## src/rtl/conv_seq.sv

```systemverilog
// conv_seq: sequencer for the 5x5 convolution unit.
// Loads the five weight rows once per layer, then walks every valid 5x5
// window of the IMG_H x IMG_W pixel map in raster order. For each window it
// fetches five row words, issues them to the conv unit, waits for the result
// and writes it to the output RAM. Exactly one window is in flight at a time.
module conv_seq #(
  parameter int DW       = 9,
  parameter int IMG_W    = 28,
  parameter int IMG_H    = 28,
  parameter int ADDR_W   = 10,
  parameter int WAIT_MAX = 255
) (
  input  logic                clk,
  input  logic                rstn,
  input  logic                start,
  input  logic                abort,
  input  logic [DW-1:0]       bias_in,
  output logic                busy,
  output logic                done,
  output logic                err,
  output logic                wt_rd_en,
  output logic [2:0]          wt_addr,
  input  logic [5*DW-1:0]     wt_data,
  output logic                px_rd_en,
  output logic [ADDR_W-1:0]   px_addr,
  input  logic [5*DW-1:0]     px_data,
  output logic [5*DW-1:0]     x_m_1,
  output logic [5*DW-1:0]     x_m_2,
  output logic [5*DW-1:0]     x_m_3,
  output logic [5*DW-1:0]     x_m_4,
  output logic [5*DW-1:0]     x_m_5,
  output logic [5*DW-1:0]     weight_m_1,
  output logic [5*DW-1:0]     weight_m_2,
  output logic [5*DW-1:0]     weight_m_3,
  output logic [5*DW-1:0]     weight_m_4,
  output logic [5*DW-1:0]     weight_m_5,
  output logic [DW-1:0]       bias,
  output logic                x_valid,
  input  logic                conv_valid,
  input  logic [DW-1:0]       conv_data,
  output logic                out_we,
  output logic [ADDR_W-1:0]   out_addr,
  output logic [DW-1:0]       out_data
);

  // Wait counter holds values 0..WAIT_MAX with headroom for the compare.
  localparam int WCW = $clog2(WAIT_MAX + 1) + 1;
  localparam logic [WCW-1:0]    WAIT_LIM = WCW'(WAIT_MAX);
  localparam logic [ADDR_W-1:0] IMG_W_A  = ADDR_W'(IMG_W);
  localparam logic [ADDR_W-1:0] OUT_W_A  = ADDR_W'(IMG_W - 4);
  localparam logic [ADDR_W-1:0] R_LAST   = ADDR_W'(IMG_H - 5);
  localparam logic [ADDR_W-1:0] C_LAST   = ADDR_W'(IMG_W - 5);

  // Reject geometries the address arithmetic cannot represent.
  if (IMG_W < 5 || IMG_H < 5) begin : g_bad_dims
    $error("conv_seq: image must be at least 5x5");
  end
  if (IMG_H * IMG_W > (2 ** ADDR_W)) begin : g_bad_addr
    $error("conv_seq: IMG_H*IMG_W does not fit in ADDR_W bits");
  end

  typedef enum logic [2:0] {
    S_IDLE,
    S_LOAD_W,
    S_FETCH,
    S_ISSUE,
    S_WAIT,
    S_WRITE,
    S_DONE
  } state_t;

  state_t            state;
  logic [2:0]        k;
  logic [ADDR_W-1:0] r;
  logic [ADDR_W-1:0] c;
  logic [WCW-1:0]    wait_cnt;

  logic [2:0]        k_inc;
  logic [ADDR_W-1:0] r_nxt;
  logic [ADDR_W-1:0] c_nxt;
  logic              last_win;

  // Word address of the 5-pixel group starting at (row, col).
  function automatic logic [ADDR_W-1:0] px_word_addr(input logic [ADDR_W-1:0] row,
                                                     input logic [ADDR_W-1:0] col);
    return row * IMG_W_A + col;
  endfunction

  // Raster address of the result for the window anchored at (row, col).
  function automatic logic [ADDR_W-1:0] out_word_addr(input logic [ADDR_W-1:0] row,
                                                      input logic [ADDR_W-1:0] col);
    return row * OUT_W_A + col;
  endfunction

  // Next window position in raster order and end-of-layer detection.
  always_comb begin
    k_inc    = k + 3'd1;
    last_win = (r == R_LAST) && (c == C_LAST);
    r_nxt    = r;
    c_nxt    = c + ADDR_W'(1);
    if (c == C_LAST) begin
      c_nxt = '0;
      r_nxt = r + ADDR_W'(1);
    end
  end

  // Layer sequencer: all control and operand registers, abort acts like a synchronous reset.
  always_ff @(posedge clk or negedge rstn) begin
    if (!rstn) begin
      state      <= S_IDLE;
      k          <= '0;
      r          <= '0;
      c          <= '0;
      wait_cnt   <= '0;
      busy       <= 1'b0;
      done       <= 1'b0;
      err        <= 1'b0;
      wt_rd_en   <= 1'b0;
      wt_addr    <= '0;
      px_rd_en   <= 1'b0;
      px_addr    <= '0;
      x_m_1      <= '0;
      x_m_2      <= '0;
      x_m_3      <= '0;
      x_m_4      <= '0;
      x_m_5      <= '0;
      weight_m_1 <= '0;
      weight_m_2 <= '0;
      weight_m_3 <= '0;
      weight_m_4 <= '0;
      weight_m_5 <= '0;
      bias       <= '0;
      x_valid    <= 1'b0;
      out_we     <= 1'b0;
      out_addr   <= '0;
      out_data   <= '0;
    end else if (abort) begin
      state      <= S_IDLE;
      k          <= '0;
      r          <= '0;
      c          <= '0;
      wait_cnt   <= '0;
      busy       <= 1'b0;
      done       <= 1'b0;
      err        <= 1'b0;
      wt_rd_en   <= 1'b0;
      wt_addr    <= '0;
      px_rd_en   <= 1'b0;
      px_addr    <= '0;
      x_m_1      <= '0;
      x_m_2      <= '0;
      x_m_3      <= '0;
      x_m_4      <= '0;
      x_m_5      <= '0;
      weight_m_1 <= '0;
      weight_m_2 <= '0;
      weight_m_3 <= '0;
      weight_m_4 <= '0;
      weight_m_5 <= '0;
      bias       <= '0;
      x_valid    <= 1'b0;
      out_we     <= 1'b0;
      out_addr   <= '0;
      out_data   <= '0;
    end else begin
      case (state)
        // Idle: accept a layer start, latch the bias, issue weight row 0 read.
        S_IDLE: begin
          done <= 1'b0;
          err  <= 1'b0;
          if (start) begin
            state    <= S_LOAD_W;
            busy     <= 1'b1;
            bias     <= bias_in;
            r        <= '0;
            c        <= '0;
            k        <= '0;
            wt_rd_en <= 1'b1;
            wt_addr  <= '0;
          end
        end

        // Weight load: reads at k=0..4, RAM data lands one cycle later at k=1..5.
        S_LOAD_W: begin
          case (k)
            3'd1:    weight_m_1 <= wt_data;
            3'd2:    weight_m_2 <= wt_data;
            3'd3:    weight_m_3 <= wt_data;
            3'd4:    weight_m_4 <= wt_data;
            3'd5:    weight_m_5 <= wt_data;
            default: ;
          endcase
          if (k < 3'd4) begin
            wt_addr <= k_inc;
          end else begin
            wt_rd_en <= 1'b0;
            wt_addr  <= '0;
          end
          if (k == 3'd5) begin
            state    <= S_FETCH;
            k        <= '0;
            px_rd_en <= 1'b1;
            px_addr  <= px_word_addr(r, c);
          end else begin
            k <= k_inc;
          end
        end

        // Window fetch: row words r..r+4 at column c, same one-cycle read latency.
        S_FETCH: begin
          case (k)
            3'd1:    x_m_1 <= px_data;
            3'd2:    x_m_2 <= px_data;
            3'd3:    x_m_3 <= px_data;
            3'd4:    x_m_4 <= px_data;
            3'd5:    x_m_5 <= px_data;
            default: ;
          endcase
          if (k < 3'd4) begin
            px_addr <= px_word_addr(r + ADDR_W'(k_inc), c);
          end else begin
            px_rd_en <= 1'b0;
            px_addr  <= '0;
          end
          if (k == 3'd5) begin
            state   <= S_ISSUE;
            k       <= '0;
            x_valid <= 1'b1;
          end else begin
            k <= k_inc;
          end
        end

        // Issue: x_valid is high for this single cycle; operands stay put.
        S_ISSUE: begin
          x_valid  <= 1'b0;
          state    <= S_WAIT;
          wait_cnt <= WCW'(1);
        end

        // Wait: wait_cnt numbers the current WAIT cycle; a result in the last one still wins.
        S_WAIT: begin
          if (conv_valid) begin
            out_data <= conv_data;
            out_we   <= 1'b1;
            out_addr <= out_word_addr(r, c);
            state    <= S_WRITE;
          end else if (wait_cnt >= WAIT_LIM) begin
            err      <= 1'b1;
            busy     <= 1'b0;
            state    <= S_IDLE;
            wait_cnt <= '0;
            r        <= '0;
            c        <= '0;
          end else begin
            wait_cnt <= wait_cnt + WCW'(1);
          end
        end

        // Write: out_we is high this cycle; advance to the next window or finish.
        S_WRITE: begin
          out_we   <= 1'b0;
          wait_cnt <= '0;
          if (last_win) begin
            state <= S_DONE;
            done  <= 1'b1;
            busy  <= 1'b0;
            r     <= '0;
            c     <= '0;
          end else begin
            r        <= r_nxt;
            c        <= c_nxt;
            state    <= S_FETCH;
            k        <= '0;
            px_rd_en <= 1'b1;
            px_addr  <= px_word_addr(r_nxt, c_nxt);
          end
        end

        // Done: done pulse is visible for this one cycle.
        S_DONE: begin
          done  <= 1'b0;
          state <= S_IDLE;
        end

        default: state <= S_IDLE;
      endcase
    end
  end

endmodule

```

## config.mk

```make
export PLATFORM = sky130hd
export DESIGN_NAME = conv_seq
export DESIGN_NICKNAME = d
export VERILOG_FILES = /design/src/rtl/conv_seq.sv
export SDC_FILE = /design/constraint.sdc
export NUM_CORES = 1
export LEC_CHECK = 0
export CORE_AREA = 2 2 235 237
export DETAILED_ROUTE_END_ITERATION = 12
export DIE_AREA = 0 0 237 239
export DONT_BUFFER_PORTS = 1
export GPL_TIMING_DRIVEN = 0
export PLACE_DENSITY = 0.62
export SYNTH_ARGS = -nofsm -noshare
export SYNTH_HDL_FRONTEND = slang
export SYNTH_SLANG_ARGS = --single-unit
```

## constraint.sdc

```tcl
create_clock -name clk -period 5.1 [get_ports clk]
set_input_delay 1.53 -clock clk [delete_from_list [all_inputs] [get_ports clk]]
set_output_delay 1.53 -clock clk [all_outputs]
set_load 0.005 [all_outputs]
```

After elaboration in Yosys (flattened, before gate mapping). Index checks and enable logic that the tools add are counted.

Word-level logic and storage cells: 215. Flip-flop bits (word level): 533.

Reduce and logical (&&, ||, !) cells: 49. Magnitude comparators: 2. Mux-type cells: 100. Add/sub/neg operators: 9. Equal/unequal tests: 24. Multiply operators: 4.

Operators by type and width (count): $mux W45 (30); $mux W10 (16); $pmux W10 S3 (3); $mux W9 (9); $add A10 B10 Y10 (4); $mux W3 (13); $reduce_and A2 Y1 (17); $mul A10 B3 Y8 const B (3); $ne A3 B3 Y1 const B (10); $pmux W9 S3 (1); $reduce_bool A2 Y1 (11); $add A10 B1 Y10 const B (2); $eq A10 B5 Y1 const B (2); $mux W1 (18); $pmux W3 S6 (1); $reduce_bool A4 Y1 (4); $eq A3 B3 Y1 const B (5); $reduce_bool A3 Y1 (5); $eq A3 B2 Y1 const B (4); $reduce_and A3 Y1 (4); $reduce_and A4 Y1 (3); $add A10 B3 Y10 (1); $mul A10 B2 Y7 const B (1); $pmux W1 S2 (5); other kinds (13) (16).

Logic depth before layout (Yosys ltp).
Word-level depth: 7. Depth in mapped cells: 23. Gate-level depth less buffers: 21.

Least setup slack after synthesis. Ideal clock, no wire load.

Kind: reg-to-reg. Start point: reg c[3]. End point: reg px_addr[9]. Library setup time: 0.126 ns. Buffers on the path: 2. Arrival time: 4.473 ns. Period minus slack after synthesis: 4.599 ns. Cell stages (with the launch flop): 19. Setup slack: 0.501 ns. Data required time: 4.974 ns. Cell sequence: dfrtp_1 nor4_1 and4_1 buf_2 buf_1 o21ai_0 fa_1 ha_1 inv_1 fa_1 xnor2_1 ha_1 nand3_1 o211ai_1 o41ai_2 nor2_1 a21oi_1 o21ai_0 o311a_1.

Word-level cells in the longest chain between the ends: 7.

Ends and longest elaborated chain: start, declared (RTL line 75) `logic [ADDR_W-1:0] c;`; start signal, assigned (RTL line 272) `c <= c_nxt;`; $eq A10 B5 Y1 (RTL line 98, 101); $mux W10 (RTL line 101) `if (c == C_LAST) begin`; $mul A10 B3 Y8 (RTL line 86) `return row * IMG_W_A + col;`; $add A10 B10 Y10 (RTL line 86); $mux W10 (RTL line 264) `if (last_win) begin`; $pmux W10 S3 (RTL line 166) `case (state)`; $mux W10 (RTL line 137) `end else if (abort) begin`; end signal, assigned (RTL line 203) `px_addr <= px_word_addr(r, c);`; end signal, assigned (RTL line 220) `px_addr <= px_word_addr(r + ADDR_W'(k_inc), c);`; end signal, assigned (RTL line 276) `px_addr <= px_word_addr(r_nxt, c_nxt);`; end, declared (RTL line 25) `output logic [ADDR_W-1:0] px_addr,`.

Several ways; a longest one is shown, not always the timed one. The select of a mux whose other input is x is not followed. A chain may end at the register's enable or synchronous reset.

Worst setup path after layout.
Start point: reg c[6]. End point: reg px_addr[9].

The elaborated chain is that of the path after synthesis.

==> results.json <==
{
  "synthFlopType": "dfrtp_1",
  "p_sw_mw": 2.40,
  "switching_share_pct": 25.5,
  "pre_cts_ws_ns": -0.583,
  "worst-slew-pin-transition_ns": 2.77,
  "dpl-instance-area_um2": 23600,
  "overflow": 0,
  "htreeDepth": 2,
  "clkTransAtPathRegs_ns": 0.07,
  "setup_slack_ns": 0.277,
  "p_int_mw": 7.02,
  "violations": "max-slew violations",
  "path_class": "reg2reg",
  "die_h_um": 239,
  "cts-root-buf": "clkbuf_16",
  "first_global_vias": 17300,
  "synth_edf_count": 0,
  "max_cap_violations": 0,
  "num_rows": 86,
  "seq_area_um2": 13300,
  "finish.net_count": 2499,
  "ios": 611,
  "p_clk_share_pct": 43.2,
  "ant_nets": 0,
  "wl_per_cell_um": 25.3,
  "cts_tree": "done",
  "port_buffers": 0,
  "min_period_over_period_pct": 94.6,
  "grt.total_usage_pct": 26.6,
  "ir_drop_uv": 264,
  "synth.net_count": 2434,
  "setup_viol": 0,
  "r2r-end": "px_addr[9]",
  "combPwrFrac_pct": 5.8,
  "num-fill-cells": 5057,
  "reg2reg_depth": 19,
  "reg2reg_slack_ns": 0.28,
  "worstPathRequired_ns": 5.58,
  "power_mw": 9.42,
  "antenna_found_initial": 4,
  "finalWirelength_um": 77100,
  "drt_iter0_markers": 1332,
  "final_area_um2": 25600,
  "whs_path_depth": 1,
  "min_path_type": "reg2reg",
  "min_to": "r[9]",
  "grt_pass1_wl_um": 114000,
  "die_area_um2": 56600,
  "final_core_util_pct": 47.1,
  "fp.dieW_um": 237,
  "leakage_nw": 11.9,
  "fin_crit_ns": 4.82,
  "cts.path.max_buffers": 3,
  "syn_area_per_cell_um2": 10.1,
  "power_density_nw_per_um2": 368,
  "fmaxAchievable_mhz": 207,
  "syn-cell-area_um2": 22600,
  "seq_area_frac_synth_pct": 58.9,
  "seqPwrFrac_pct": 51.0,
  "skew_ns": 0.0186,
  "drc": 0,
  "crit_arrival_ns": 5.31,
  "rsz0062_at_grt": "false",
  "cp-start-kind": "flop",
  "hpwl_um": 57900,
  "end_kind": "flop",
  "r2r_start": "c[6]",
  "multi_input_area_um2": 8690,
  "core_um2": 54300,
  "status": "finished with violations",
  "synth_cell_types": 61,
  "place_congestion": 0.949,
  "num_vias": 17500,
  "synthCells": 2234,
  "yosys_register_bits": 533,
  "routed_via_density": 5.73,
  "grt_start_max_net_pins": 534,
  "synthArstFlopShare_pct": 100,
  "firstDrtPassIters": 5,
  "drive_gt1_share_pct": 6.42,
  "syn_to_final_growth_pct": 12.9,
  "clock_latency_ns": 0.61,
  "min_from": "r[9]",
  "path_max_fanout": 9,
  "initial_utilization_pct": 41.7,
  "cts.sinks": 533,
  "slew_viol_final": 344,
  "synth_warnings": 0,
  "finalHoldViolCount": 0,
  "numCtsBuffers": 54,
  "max-slew-margin-rel_pct": -84.8
}
==> cells by family after synthesis <==
family | synth area share [%]
AOI/OAI and AO/OA | 17.0
xor gates and xnor gates | 2.85
adders and majority gates | 5.50
buffers and inverters | 3.29
DFF | 58.9
muxes | 0.0884
and+or+nand+nor | 12.4
==> metrics by stage <==
step           TNS [ns]  hold slack (ns)  cells
2_1_floorplan         0            0.449   2234
3_3_place_gp     -0.626            0.472   2938
3_5_place_dp     -0.728            0.476   2940
4_1_cts               0            0.484   3035
5_1_grt               0            0.509   3046
6_report              0            0.488   3048
==> how the worst max path moves through the flow <==
stage          start          to  cells past startpoint
3_5_place_dp    c[3]  px_addr[9]                     18
3_3_place_gp    c[3]  px_addr[9]                     18
2_1_floorplan   c[3]  px_addr[9]                     18
4_1_cts         c[6]  px_addr[9]                     20
5_1_grt         c[6]  px_addr[9]                     19
6_report        c[6]  px_addr[9]                     19
==> synth_stat cells, drive strengths merged (17+ instances only) <==
| master | n | area share (%) |
|---|---|---|
| nand2 | 570 | 9.4 |
| o31ai | 17 | 0.56 |
| nor3 | 17 | 0.43 |
| inv | 45 | 0.75 |
| a21oi | 54 | 1.2 |
| dfrtp | 533 | 59 |
| o21ai | 463 | 10 |
| xnor2 | 50 | 1.9 |
| nor2 | 37 | 0.61 |
| a22o | 67 | 2.6 |
| fa | 21 | 1.9 |
| clkbuf | 119 | 2.2 |
| a21o | 17 | 0.56 |
| ha | 66 | 3.6 |
| xor2 | 22 | 0.92 |
| nand3 | 19 | 0.44 |
==> sequential cells by signal (all words and copies together) (netlist names), 9 cells and up <==
| signal | cells |
|---|---|
| bias | 9 |
| c | 10 |
| out_addr | 10 |
| out_data | 9 |
| px_addr | 10 |
| r | 10 |
| wait_cnt | 9 |
| weight_m_1 | 45 |
| weight_m_2 | 45 |
| weight_m_3 | 45 |
| weight_m_4 | 45 |
| weight_m_5 | 45 |
| x_m_1 | 45 |
| x_m_2 | 45 |
| x_m_3 | 45 |
| x_m_4 | 45 |
| x_m_5 | 45 |
==> power groups by stage <==
stage	clock (mW)	combinational, mW	sequential, mW
detailed placement	0	0.547	4.87
floorplan	0	0.350	4.74
global route	4.29	0.612	4.83
global placement	0	0.518	4.87
CTS	4.12	0.547	4.80
finish	4.07	0.544	4.80
==> cells in the final DEF (no fill, tap or decap), types with 6 or more instances in the layout <==
cell type	Yosys	routed
nand2_1	570	570
dfrtp_1	533	526
o21ai_0	461	460
clkbuf_1	114	122
a22o_1	67	67
ha_1	66	63
clkbuf_16	0	54
a21oi_1	53	50
xnor2_1	50	46
inv_1	45	44
nor2_1	37	37
fa_1	21	20
xor2_1	20	18
nand3_1	18	18
a21o_1	17	17
clkbuf_8	5	17
o31ai_1	17	17
nor3_1	16	16
and3_1	11	11
clkinv_2	0	11
nor2b_1	10	10
nand2b_1	9	9
buf_4	1	9
a31oi_1	8	7
o21bai_1	7	7
dfrtp_2	0	7
diode_2	0	6
a211oi_1	6	6
o22ai_1	6	6
==> what timing repair did <==
item | 4_1_cts | 5_1_grt
setup buffers | 0 | 7
hold buffers | 0 | 0
pin swaps | 0 | 4
endpoints found under the setup margin | 3 | 2
gates resized for setup | 7 | 23
==> critical path, cell delays in order (launching register included) <==
cell and delay [ns]:
dfrtp_2 0.46, buf_2 0.19, nor3b_2 0.15, and4_1 0.22
buf_6 0.15, nand3_1 0.13, xnor2_2 0.30, inv_2 0.09
fa_1 0.57, inv_1 0.07, fa_2 0.41, xnor2_2 0.19
ha_2 0.34, nand3_1 0.09, o211ai_1 0.18, o41ai_4 0.44
nor2_1 0.12, a21oi_1 0.16, o21ai_0 0.10, o311a_1 0.35
==> metal layers <==
metal	wire length, um	vias up	global-route usage [%]
li1	-	7728	-
met1	28400	8736	31.2
met2	37400	815	44.8
met3	7830	177	9.32
met4	3320	2	10.2
met5	13	-	0
==> area by class of cell <==
cell class	instances	share of cell area, %
sequential	533	52.2
multi-input combinational	1523	34.0
clock buffer	75	6.06
tap	704	3.44
buffer	131	2.27
clock inverter	20	1.02
inverter	46	0.675
timing repair buffer	10	0.338
antenna	6	0.0587
No activity file was read; power rests on OpenSTA's default activity.
